$ cat src/rtl/inst_sequencer_pkg.sv
// Shared definitions for the instruction sequencer.
//   - Bit positions of every field in the 36-bit core instruction word.
//   - The IDLE instruction word (both SRAMs disabled, read mode, all strobes 0).
//   - The sequencer state enumeration.
//   - A packed field bundle used to hand named fields to inst_pack.
package inst_sequencer_pkg;

    localparam int INST_W   = 36;
    localparam int INST_A_W = 11;  // width of both SRAM address fields in the word

    localparam int BIT_MODE      = 35;
    localparam int BIT_DATA_MODE = 34;
    localparam int BIT_ACC       = 33;
    localparam int BIT_CEN_PMEM  = 32;
    localparam int BIT_WEN_PMEM  = 31;
    localparam int A_PMEM_LSB    = 20;
    localparam int BIT_CEN_XMEM  = 19;
    localparam int BIT_WEN_XMEM  = 18;
    localparam int A_XMEM_LSB    = 7;
    localparam int BIT_OFIFO_RD  = 6;
    localparam int BIT_IFIFO_WR  = 5;
    localparam int BIT_IFIFO_RD  = 4;
    localparam int BIT_L0_RD     = 3;
    localparam int BIT_L0_WR     = 2;
    localparam int BIT_EXECUTE   = 1;
    localparam int BIT_LOAD      = 0;

    localparam logic [INST_W-1:0] IDLE_WORD = 36'h1800C0000;

    typedef enum logic [2:0] {
        IDLE,
        WLOAD,
        KLOAD,
        GAP,
        EXEC,
        DRAIN,
        FIN
    } state_t;

    typedef struct packed {
        logic                mode;
        logic                data_mode;
        logic                acc;
        logic                cen_pmem;
        logic                wen_pmem;
        logic [INST_A_W-1:0] a_pmem;
        logic                cen_xmem;
        logic                wen_xmem;
        logic [INST_A_W-1:0] a_xmem;
        logic                ofifo_rd;
        logic                ififo_wr;
        logic                ififo_rd;
        logic                l0_rd;
        logic                l0_wr;
        logic                execute;
        logic                load;
    } inst_fields_t;

    // Field values that reproduce IDLE_WORD.
    function automatic inst_fields_t idle_fields();
        inst_fields_t f;
        f          = '0;
        f.cen_pmem = 1'b1;
        f.wen_pmem = 1'b1;
        f.cen_xmem = 1'b1;
        f.wen_xmem = 1'b1;
        return f;
    endfunction

endpackage

$ cat src/rtl/inst_sequencer_pack.sv
// inst_pack: combinationally places named instruction fields at their
// positions in the core's 36-bit instruction word.
//   f    : input  field bundle
//   inst : output assembled instruction word
module inst_pack
    import inst_sequencer_pkg::*;
(
    input  inst_fields_t      f,
    output logic [INST_W-1:0] inst
);

    always_comb begin
        inst                                  = '0;
        inst[BIT_MODE]                        = f.mode;
        inst[BIT_DATA_MODE]                   = f.data_mode;
        inst[BIT_ACC]                         = f.acc;
        inst[BIT_CEN_PMEM]                    = f.cen_pmem;
        inst[BIT_WEN_PMEM]                    = f.wen_pmem;
        inst[A_PMEM_LSB +: INST_A_W]          = f.a_pmem;
        inst[BIT_CEN_XMEM]                    = f.cen_xmem;
        inst[BIT_WEN_XMEM]                    = f.wen_xmem;
        inst[A_XMEM_LSB +: INST_A_W]          = f.a_xmem;
        inst[BIT_OFIFO_RD]                    = f.ofifo_rd;
        inst[BIT_IFIFO_WR]                    = f.ififo_wr;
        inst[BIT_IFIFO_RD]                    = f.ififo_rd;
        inst[BIT_L0_RD]                       = f.l0_rd;
        inst[BIT_L0_WR]                       = f.l0_wr;
        inst[BIT_EXECUTE]                     = f.execute;
        inst[BIT_LOAD]                        = f.load;
    end

endmodule

$ cat src/rtl/inst_sequencer.sv
// inst_sequencer: drives one weight-stationary pass of the core.
// WLOAD streams row weight vectors from weight SRAM into L0, KLOAD moves
// them into the PE array, GAP idles one cycle, EXEC streams n_act
// activation vectors, DRAIN reads the output FIFO n_act times, FIN pulses done.
//   clk, reset        : clock, synchronous active-high reset
//   start             : pass request (IDLE only) with w_base, x_base, n_act, acc_en
//   ofifo_valid       : output FIFO has data
//   inst              : registered instruction word to the core
//   busy, done        : not-IDLE flag, one-cycle completion pulse
module inst_sequencer
    import inst_sequencer_pkg::*;
#(
    parameter int row    = 8,
    parameter int col    = 8,
    parameter int addr_w = 11
) (
    input  logic              clk,
    input  logic              reset,
    input  logic              start,
    input  logic [addr_w-1:0] w_base,
    input  logic [addr_w-1:0] x_base,
    input  logic [addr_w-1:0] n_act,
    input  logic              acc_en,
    input  logic              ofifo_valid,
    output logic [INST_W-1:0] inst,
    output logic              busy,
    output logic              done
);

    // One spare bit so k can reach n_act and row without overflow.
    localparam int k_w = addr_w + 1;
    localparam logic [k_w-1:0] row_k    = k_w'(row);
    localparam logic [k_w-1:0] col_last = k_w'(col - 1);
    localparam logic [k_w-1:0] k_one    = k_w'(1);

    state_t            state_q, state_d;
    logic [k_w-1:0]    k_q, k_d;
    logic [addr_w-1:0] w_base_q, w_base_d;
    logic [addr_w-1:0] x_base_q, x_base_d;
    logic [addr_w-1:0] n_act_q, n_act_d;
    logic              acc_q, acc_d;
    logic [INST_W-1:0] inst_q, inst_d;
    inst_fields_t      fields;
    logic [k_w-1:0]    n_act_k_q, n_act_k_d;
    logic [addr_w-1:0] a_pmem_sum, a_xmem_sum;

    assign n_act_k_q = {1'b0, n_act_q};
    assign n_act_k_d = {1'b0, n_act_d};

    // State register
    always_ff @(posedge clk) begin
        if (reset) begin
            state_q  <= IDLE;
            k_q      <= '0;
            w_base_q <= '0;
            x_base_q <= '0;
            n_act_q  <= '0;
            acc_q    <= 1'b0;
            inst_q   <= IDLE_WORD;
        end else begin
            state_q  <= state_d;
            k_q      <= k_d;
            w_base_q <= w_base_d;
            x_base_q <= x_base_d;
            n_act_q  <= n_act_d;
            acc_q    <= acc_d;
            inst_q   <= inst_d;
        end
    end

    // Next-state and counter logic
    always_comb begin
        state_d  = state_q;
        k_d      = k_q;
        w_base_d = w_base_q;
        x_base_d = x_base_q;
        n_act_d  = n_act_q;
        acc_d    = acc_q;
        case (state_q)
            IDLE: begin
                if (start) begin
                    state_d  = WLOAD;
                    k_d      = '0;
                    w_base_d = w_base;
                    x_base_d = x_base;
                    n_act_d  = n_act;
                    acc_d    = acc_en;
                end
            end
            WLOAD: begin
                if (k_q == row_k) begin
                    state_d = KLOAD;
                    k_d     = '0;
                end else begin
                    k_d = k_q + k_one;
                end
            end
            KLOAD: begin
                if (k_q == col_last) begin
                    state_d = GAP;
                    k_d     = '0;
                end else begin
                    k_d = k_q + k_one;
                end
            end
            GAP: begin
                state_d = (n_act_q != '0) ? EXEC : FIN;
                k_d     = '0;
            end
            EXEC: begin
                if (k_q == n_act_k_q) begin
                    state_d = DRAIN;
                    k_d     = '0;
                end else begin
                    k_d = k_q + k_one;
                end
            end
            DRAIN: begin
                // k counts FIFO reads; leave on the cycle the last one issues.
                if (ofifo_valid) begin
                    k_d = k_q + k_one;
                    if ((k_q + k_one) == n_act_k_q) begin
                        state_d = FIN;
                    end
                end
            end
            FIN: begin
                state_d = IDLE;
                k_d     = '0;
            end
            default: begin
                state_d = IDLE;
                k_d     = '0;
            end
        endcase
    end

    // Outputs. The word is built from next-state values so that, once
    // registered, it lines up with the cycles the FSM spends in each state.
    always_comb begin
        a_pmem_sum = w_base_d + k_d[addr_w-1:0];
        a_xmem_sum = x_base_d + k_d[addr_w-1:0];
        fields     = idle_fields();
        if (state_d != IDLE && state_d != FIN) begin
            fields.mode = 1'b1;
            fields.acc  = acc_d;
        end
        case (state_d)
            WLOAD: begin
                fields.data_mode = 1'b1;
                if (k_d < row_k) begin
                    fields.cen_pmem = 1'b0;
                    fields.a_pmem   = INST_A_W'(a_pmem_sum);
                end
                // SRAM data arrives one cycle after the address.
                fields.l0_wr = (k_d != '0);
            end
            KLOAD: begin
                fields.data_mode = 1'b1;
                fields.l0_rd     = 1'b1;
                fields.load      = 1'b1;
            end
            EXEC: begin
                if (k_d < n_act_k_d) begin
                    fields.cen_xmem = 1'b0;
                    fields.a_xmem   = INST_A_W'(a_xmem_sum);
                end
                if (k_d != '0) begin
                    fields.l0_wr   = 1'b1;
                    fields.l0_rd   = 1'b1;
                    fields.execute = 1'b1;
                end
            end
            default: begin
            end
        endcase

        // FIFO reads follow ofifo_valid within the same cycle, so that bit
        // bypasses the output register; everything else is registered.
        inst               = inst_q;
        inst[BIT_OFIFO_RD] = (state_q == DRAIN) && ofifo_valid;
        busy               = (state_q != IDLE);
        done               = (state_q == FIN);
    end

    inst_pack u_inst_pack (
        .f    (fields),
        .inst (inst_d)
    );

endmodule

$ cat config.mk
export PLATFORM = sky130hd
export DESIGN_NAME = inst_sequencer
export DESIGN_NICKNAME = d
export VERILOG_FILES = /design/src/rtl/inst_sequencer_pkg.sv /design/src/rtl/inst_sequencer_pack.sv /design/src/rtl/inst_sequencer.sv
export SDC_FILE = /design/constraint.sdc
export NUM_CORES = 1
export LEC_CHECK = 0
export BUFFER_PORTS_ARGS = -buffer_cell sky130_fd_sc_hd__buf_2
export CAP_MARGIN = 40
export CORE_MARGIN = 1.5
export CORE_UTILIZATION = 30
export CTS_BUF_LIST = sky130_fd_sc_hd__clkbuf_4 sky130_fd_sc_hd__clkbuf_8
export CTS_CLUSTER_SIZE = 20
export DETAILED_ROUTE_END_ITERATION = 6
export PLACE_DENSITY_LB_ADDON = 0.15
export SLEW_MARGIN = 0
export SYNTH_ARGS = -nofsm -noshare
export SYNTH_HDL_FRONTEND = slang
export SYNTH_SLANG_ARGS = --single-unit
$ cat constraint.sdc
create_clock -name clk -period 4.02 [get_ports clk]
set_input_delay 0.201 -clock clk [delete_from_list [all_inputs] [get_ports clk]]
set_output_delay 0.201 -clock clk [all_outputs]
set_load 0.01 [all_outputs]
-- After elaboration in Yosys (flattened, before gate mapping)
Cells that the tools add are included.
- register bits after elaboration: 85
- latch bits: 0
- memory bits (writable): 0
- memory bits (read-only): 0
- input port bits: 38
- word-level logic and storage cells: 80
- memories: 0
- add/sub/neg operators: 3
- multipliers: 0
- div/mod/pow operators: 0
- $lt $le $gt $ge: 2
- equality and inequality tests: 14
- shifts and indexed selects: 0
- multiplexer cells: 30
- bitwise operators: 5
- reductions and logical operators: 13
- operators by type and width (kind ; number):
    $mux W11 ; 6
    $mux W12 ; 5
    $pmux W12 S5 ; 1
    $eq A12 B11 Y1 ; 2
    $add A11 B11 Y11 ; 2
    $mux W3 ; 7
    $pmux W3 S6 ; 1
    $add A12 B1 Y12 const B ; 1
    $eq A12 B3 Y1 const B ; 1
    $eq A12 B4 Y1 const B ; 1
    $eq A3 B3 Y1 const B ; 4
    $lt A12 B11 Y1 ; 1
    $lt A12 B4 Y1 const B ; 1
    $reduce_bool A12 Y1 ; 1
    $reduce_bool A11 Y1 ; 1
    $eq A3 B2 Y1 const B ; 3
    $reduce_or A2 Y1 ; 4
    $mux W1 ; 7
    $eq A3 B1 Y1 const B ; 2
    $reduce_bool A3 Y1 ; 2
    $reduce_or A3 Y1 ; 2
    $not A1 Y1 ; 5
    $pmux W1 S2 ; 2
    $logic_not A3 Y1 ; 1
    other kinds (3) ; 4

-- Logic depth before layout (Yosys ltp)
- word-level depth: 9
- gate-level depth with buffers: 20
- gate-level depth less buffers: 18

-- Modules after synthesis
From an unflattened synthesis, not the netlist that was laid out.
- cell total of the unflattened synthesis: 614
- area total of the unflattened synthesis: 5351.4 µm²
- modules (own cells, without submodules) (module ; instances ; cells an instance ; area each (µm²)):
    inst_sequencer ; 1 ; 578 ; 5081.1
    inst_pack ; 1 ; 36 ; 270.3

-- Worst setup path before layout
Ideal clock, no wire load.
- path kind: register to register
- start: register k_q[0]
- end: register inst_q[17]
- setup time: 129 ps
- arrival time: 3735 ps
- data required time: 3891 ps
- path slack: 156 ps
- cell stages (with the launch flop): 20
- period minus slack after synthesis: 3864 ps
- path through: dfxtp_1 > clkbuf_1 > inv_1 > ha_1 > and3b_1 > o22ai_1 > a221oi_1 > o21ai_0 > clkbuf_1 > nand2_1 > o21ai_0 > fa_1 > a211oi_1 > nor2_1 > o21ai_0 > nand2b_1 > o2111ai_1 > nand2_1 > o41ai_1 > nor4bb_1
- elaborated cells on any way between the ends: 23
- RTL lines (what ; line ; RTL):
    from (decl) ; inst_sequencer.sv:37 ; logic [k_w-1:0] k_q, k_d;
    from (signal assigned) ; inst_sequencer.sv:62 ; k_q <= k_d;
    $add A12 B1 Y12 (tied with other cells) ; -- ;
    $mux W12 (on tied branches) ; -- ;
    $pmux W12 S5 (*) ; inst_sequencer.sv:79 ; case (state_q)
    via k_d[1] ; inst_sequencer.sv:37 ;
    $lt A12 B11 Y1 ; inst_sequencer.sv:164 ; if (k_d < n_act_k_d) begin
    $not A1 Y1 (no source line) ; -- ;
    $reduce_or A3 Y1 (no source line) ; -- ;
    to (signal assigned) ; inst_sequencer.sv:67 ; inst_q <= inst_d;
    to (decl) ; inst_sequencer.sv:42 ; logic [INST_W-1:0] inst_q, inst_d;
Mark *: on every way through the listed nets, which the timed path passes. The rest lies on a longest branch.
A chain may end at the register's enable or synchronous reset.

-- Worst setup path after layout
- start: register state_q[2]
- end: register inst_q[30]
- elaborated cells on any way between the ends: 21
- RTL lines (what ; line ; RTL):
    from (decl) ; inst_sequencer.sv:36 ; state_t state_q, state_d;
    from (signal assigned) ; inst_sequencer.sv:61 ; state_q <= state_d;
    $logic_not A3 Y1 ; inst_sequencer.sv:79 ;
    $mux W11 ; inst_sequencer.sv:79 ;
    via w_base_d[1] ; inst_sequencer.sv:38 ; logic [addr_w-1:0] w_base_q, w_base_d;
    $add A11 B11 Y11 ; inst_sequencer.sv:141 ; a_pmem_sum = w_base_d + k_d[addr_w-1:0];
The timed path passes the listed nets, and every way through them passes these cells.

==> impl_metrics.csv <==
group,metric,value,unit
setup_path,startpoint_type,"flop",
layout,seq_area,1600,um2
status,status,"complete, no violations",
timing,tns,0,ns
floorplan,die_h,131,um
power_and_ir_drop,peakVddDrop,158,uV
drt,via_per_inst,5.02,
yosys,synth_edf_count,0,
clock_tree,clock-sinks,80,
timing,fin_skew,0.0161,ns
setup_path,max_stage_delay,0.47,ns
power_and_ir_drop,leakage,2.88,nW
layout,multi_input_area,3180,um2
layout,fin_cells,895,
timing,holdWs,0.0990,ns
clock_tree,insertion_delay,0.37,ns
yosys,synth.distinct_cells,65,
clock_tree,tritoncts,"yes",
clock_tree,clk_path_buf_depth,2,
placed_design,dp.cells,876,
timing,max_freq,262,MHz
layout,nNetsFinal,746,
timing,setup_viol,0,
yosys,ys.flop_type,"dfxtp_1",
yosys,avgSynthCellArea,8.91,um2
setup_path,endpoint_kind,"flop",
global_routing,first_global_vias,4268,
global_routing,antenna_found_initial,0,
placed_design,place_congestion,0.882,
clock_tree,clk_pin_slew,0.09,ns
yosys,netlist_instances,550,
placed_design,dpl.hpwl,12100,um
global_routing,grt_pass1_wl,23800,um
drt,drtAntennaViolNets,0,
layout,utilization,0.392,
layout,drive_gt1_frac,0.311,
drt,vias,4496,
clock_tree,htreeDepth,3,
yosys,async_flop_share,0,
timing,relSlewSlack,0.554,
worst_hold_path,hp-class,"in2reg",
drt,drt_first_pass_iters,5,
job,cap_violations,0,
yosys,yosysSeqAreaShare,0.327,
setup_path,cp_data_required_time,4.29,ns
drt,drc,0,
floorplan,design.die.area,17100,um2
setup_path,path_cells,"buf_4 -> or3_1 -> nor2_4 -> buf_4 -> mux2_2 -> fa_1 -> a21o_1 -> a21oi_2 -> o21bai_1 -> a21o_1 -> o2111ai_1 -> nand2_1 -> and4_1 -> nor4_2",
global_routing,grt_max_degree,30,
global_routing,grt_overflow,0,
layout,syn_to_final_growth,27.6,%
floorplan,io_pins,76,
layout,n_antenna_cell,0,
timing,tightest_slew,0.666,ns
clock_tree,clk_root_buffer_cell,"clkbuf_8",
timing,drv_slew,0,
clock_tree,hold_buffers,0,
timing,rsz0062_at_grt,"yes",
yosys,yosys_register_bits,80,
placed_design,portBuffers,71,
timing,finalCritPeriodShare,0.951,
power_and_ir_drop,power.density,302,nW/um2
setup_path,path_max_fanout,9,
setup_path,slowest_stage,"fa_1",
drt,wl_per_cell,17.2,um
setup_path,cp.arrival,4.09,ns
global_routing,grt_usage,0.187,
clock_tree,cts_inserted_buffers,9,
layout,fillerInstances,1659,
drt,routed_wl,15400,um
floorplan,start_util,0.307,
drt,drtIter0Drc,287,
timing,min_period,3.82,ns
setup_path,critPathKind,"reg2reg",
timing,hold_viol,0,
floorplan,core-area,15900,um2
yosys,ys_warn_count,0,
floorplan,die_x,131,um
yosys,synth_area,4900,um2
floorplan,core.rowCount,46,
==> kinds of logic after synthesis <==
logic type,after synthesis,synth area share
AOI/OAI and AO/OA,112,0.156
xor gates and xnor gates,37,0.0662
adders and majority gates,34,0.0889
buffers and inverters,49,0.0457
DFF,80,0.327
muxes,38,0.0830
other,2,0.00153
and+or+nand+nor,198,0.232
==> power by group <==
group          switching, W  internal (W)  total (W)
clock              0.000312      0.000344   0.000656
sequential        0.0000144      0.000827   0.000841
combinational      0.000212      0.000181   0.000393
total              0.000539       0.00135    0.00189
==> worst paths after layout <==
kind / slack [ns] / to / depth (start not counted) / start
setup / recovery: 0.20 / inst_q[30]$_SDFF_PP0_ / 14 / state_q[2]$_SDFF_PP0_
hold / removal: 0.1 / n_act_q[9]$_SDFF_PP0_ / 3 / n_act[9]
setup reg to reg: 0.20 / inst_q[30]$_SDFF_PP0_ / 14 / state_q[2]$_SDFF_PP0_
hold reg to reg: 0.49 / acc_q$_SDFF_PP0_ / 2 / acc_q$_SDFF_PP0_
==> sequential cells by signal, summed over array words and instances (netlist names) <==
register / cells
inst_q: 31
k_q: 12
n_act_q: 11
w_base_q: 11
x_base_q: 11
state_q: 3
acc_q: 1
==> cell usage after synthesis (all sizes together), types with 4 or more instances <==
| cell | number | area share |
|---|---|---|
| a211oi | 8 | 0.012 |
| a21o | 9 | 0.014 |
| a21oi | 21 | 0.022 |
| a31oi | 6 | 0.0077 |
| and3 | 8 | 0.010 |
| and3b | 4 | 0.0072 |
| buf | 14 | 0.019 |
| clkbuf | 18 | 0.014 |
| dfxtp | 80 | 0.33 |
| ha | 30 | 0.077 |
| inv | 17 | 0.013 |
| mux2 | 21 | 0.048 |
| mux2i | 17 | 0.035 |
| nand2 | 25 | 0.021 |
| nand2b | 9 | 0.011 |
| nand3 | 14 | 0.016 |
| nand4 | 5 | 0.0064 |
| nor2 | 53 | 0.042 |
| nor2b | 31 | 0.040 |
| nor3 | 12 | 0.012 |
| nor4 | 16 | 0.030 |
| o2111ai | 6 | 0.011 |
| o211ai | 4 | 0.0061 |
| o21a | 6 | 0.0092 |
| o21ai | 23 | 0.023 |
| o21bai | 4 | 0.0061 |
| o31ai | 4 | 0.0061 |
| xnor2 | 26 | 0.046 |
| xor2 | 11 | 0.020 |
==> metal layers <==
metal	vias up	track usage	share of wire
met5	-	0	0
met3	14	0.0314	0.046
li1	2222	-	-
met2	137	0.301	0.46
met4	0	0.0556	0.017
met1	2123	0.258	0.48
==> cells in the final DEF, fill, tap and decap left out, types with 8 or more instances in the layout <==
cell / n
dfxtp_1: 78
buf_2: 71
buf_4: 71
nor2_1: 52
nor2b_1: 31
ha_1: 29
xnor2_1: 26
nand2_1: 23
mux2_2: 21
a21oi_1: 19
o21ai_0: 18
inv_1: 17
mux2i_1: 17
nor3_1: 12
nand3_1: 11
xor2_1: 11
nor4_1: 10
nand2b_1: 9
a21o_1: 9
clkbuf_8: 9
and3_1: 8
==> what timing repair did <==
action                     CTS  global route
gates resized for setup      0            26
buffers inserted             0             5
setup endpoints to repair    0            15
hold endpoints to repair     0             0
==> through the flow <==
| step | setup slack [ns] | instance area [um2] | power (W) |
|---|---|---|---|
| 6_report | 0.198 | 6250 | 0.00189 |
| 5_1_grt | -0.0572 | 6250 | 0.00200 |
| 4_1_cts | 0.0155 | 6110 | 0.00190 |
| 3_5_place_dp | 0.0868 | 5900 | 0.00123 |
| 3_3_place_gp | 0.0969 | 5900 | 0.00123 |
| 2_1_floorplan | 0.156 | 4910 | 0.00110 |
==> critical path, delay by kind of cell, from the launching register on <==
kind,cells,cell delay [ns]
buffers and inverters,2,0.42
muxes,1,0.38
AOI/OAI and AO/OA,5,0.81
DFF,1,0.36
and+or+nand+nor,5,1.27
adders and majority gates,1,0.47
==> layout make-up <==
type                            instances  area share
Multi-Input combinational cell        423       0.508
Clock buffer                            9      0.0198
Inverter                               17      0.0102
Timing Repair Buffer                  145       0.149
Tap cell                              216      0.0432
Clock inverter                          5      0.0130
Sequential cell                        80       0.257
Note: power is estimated with default switching activity, not from simulation.
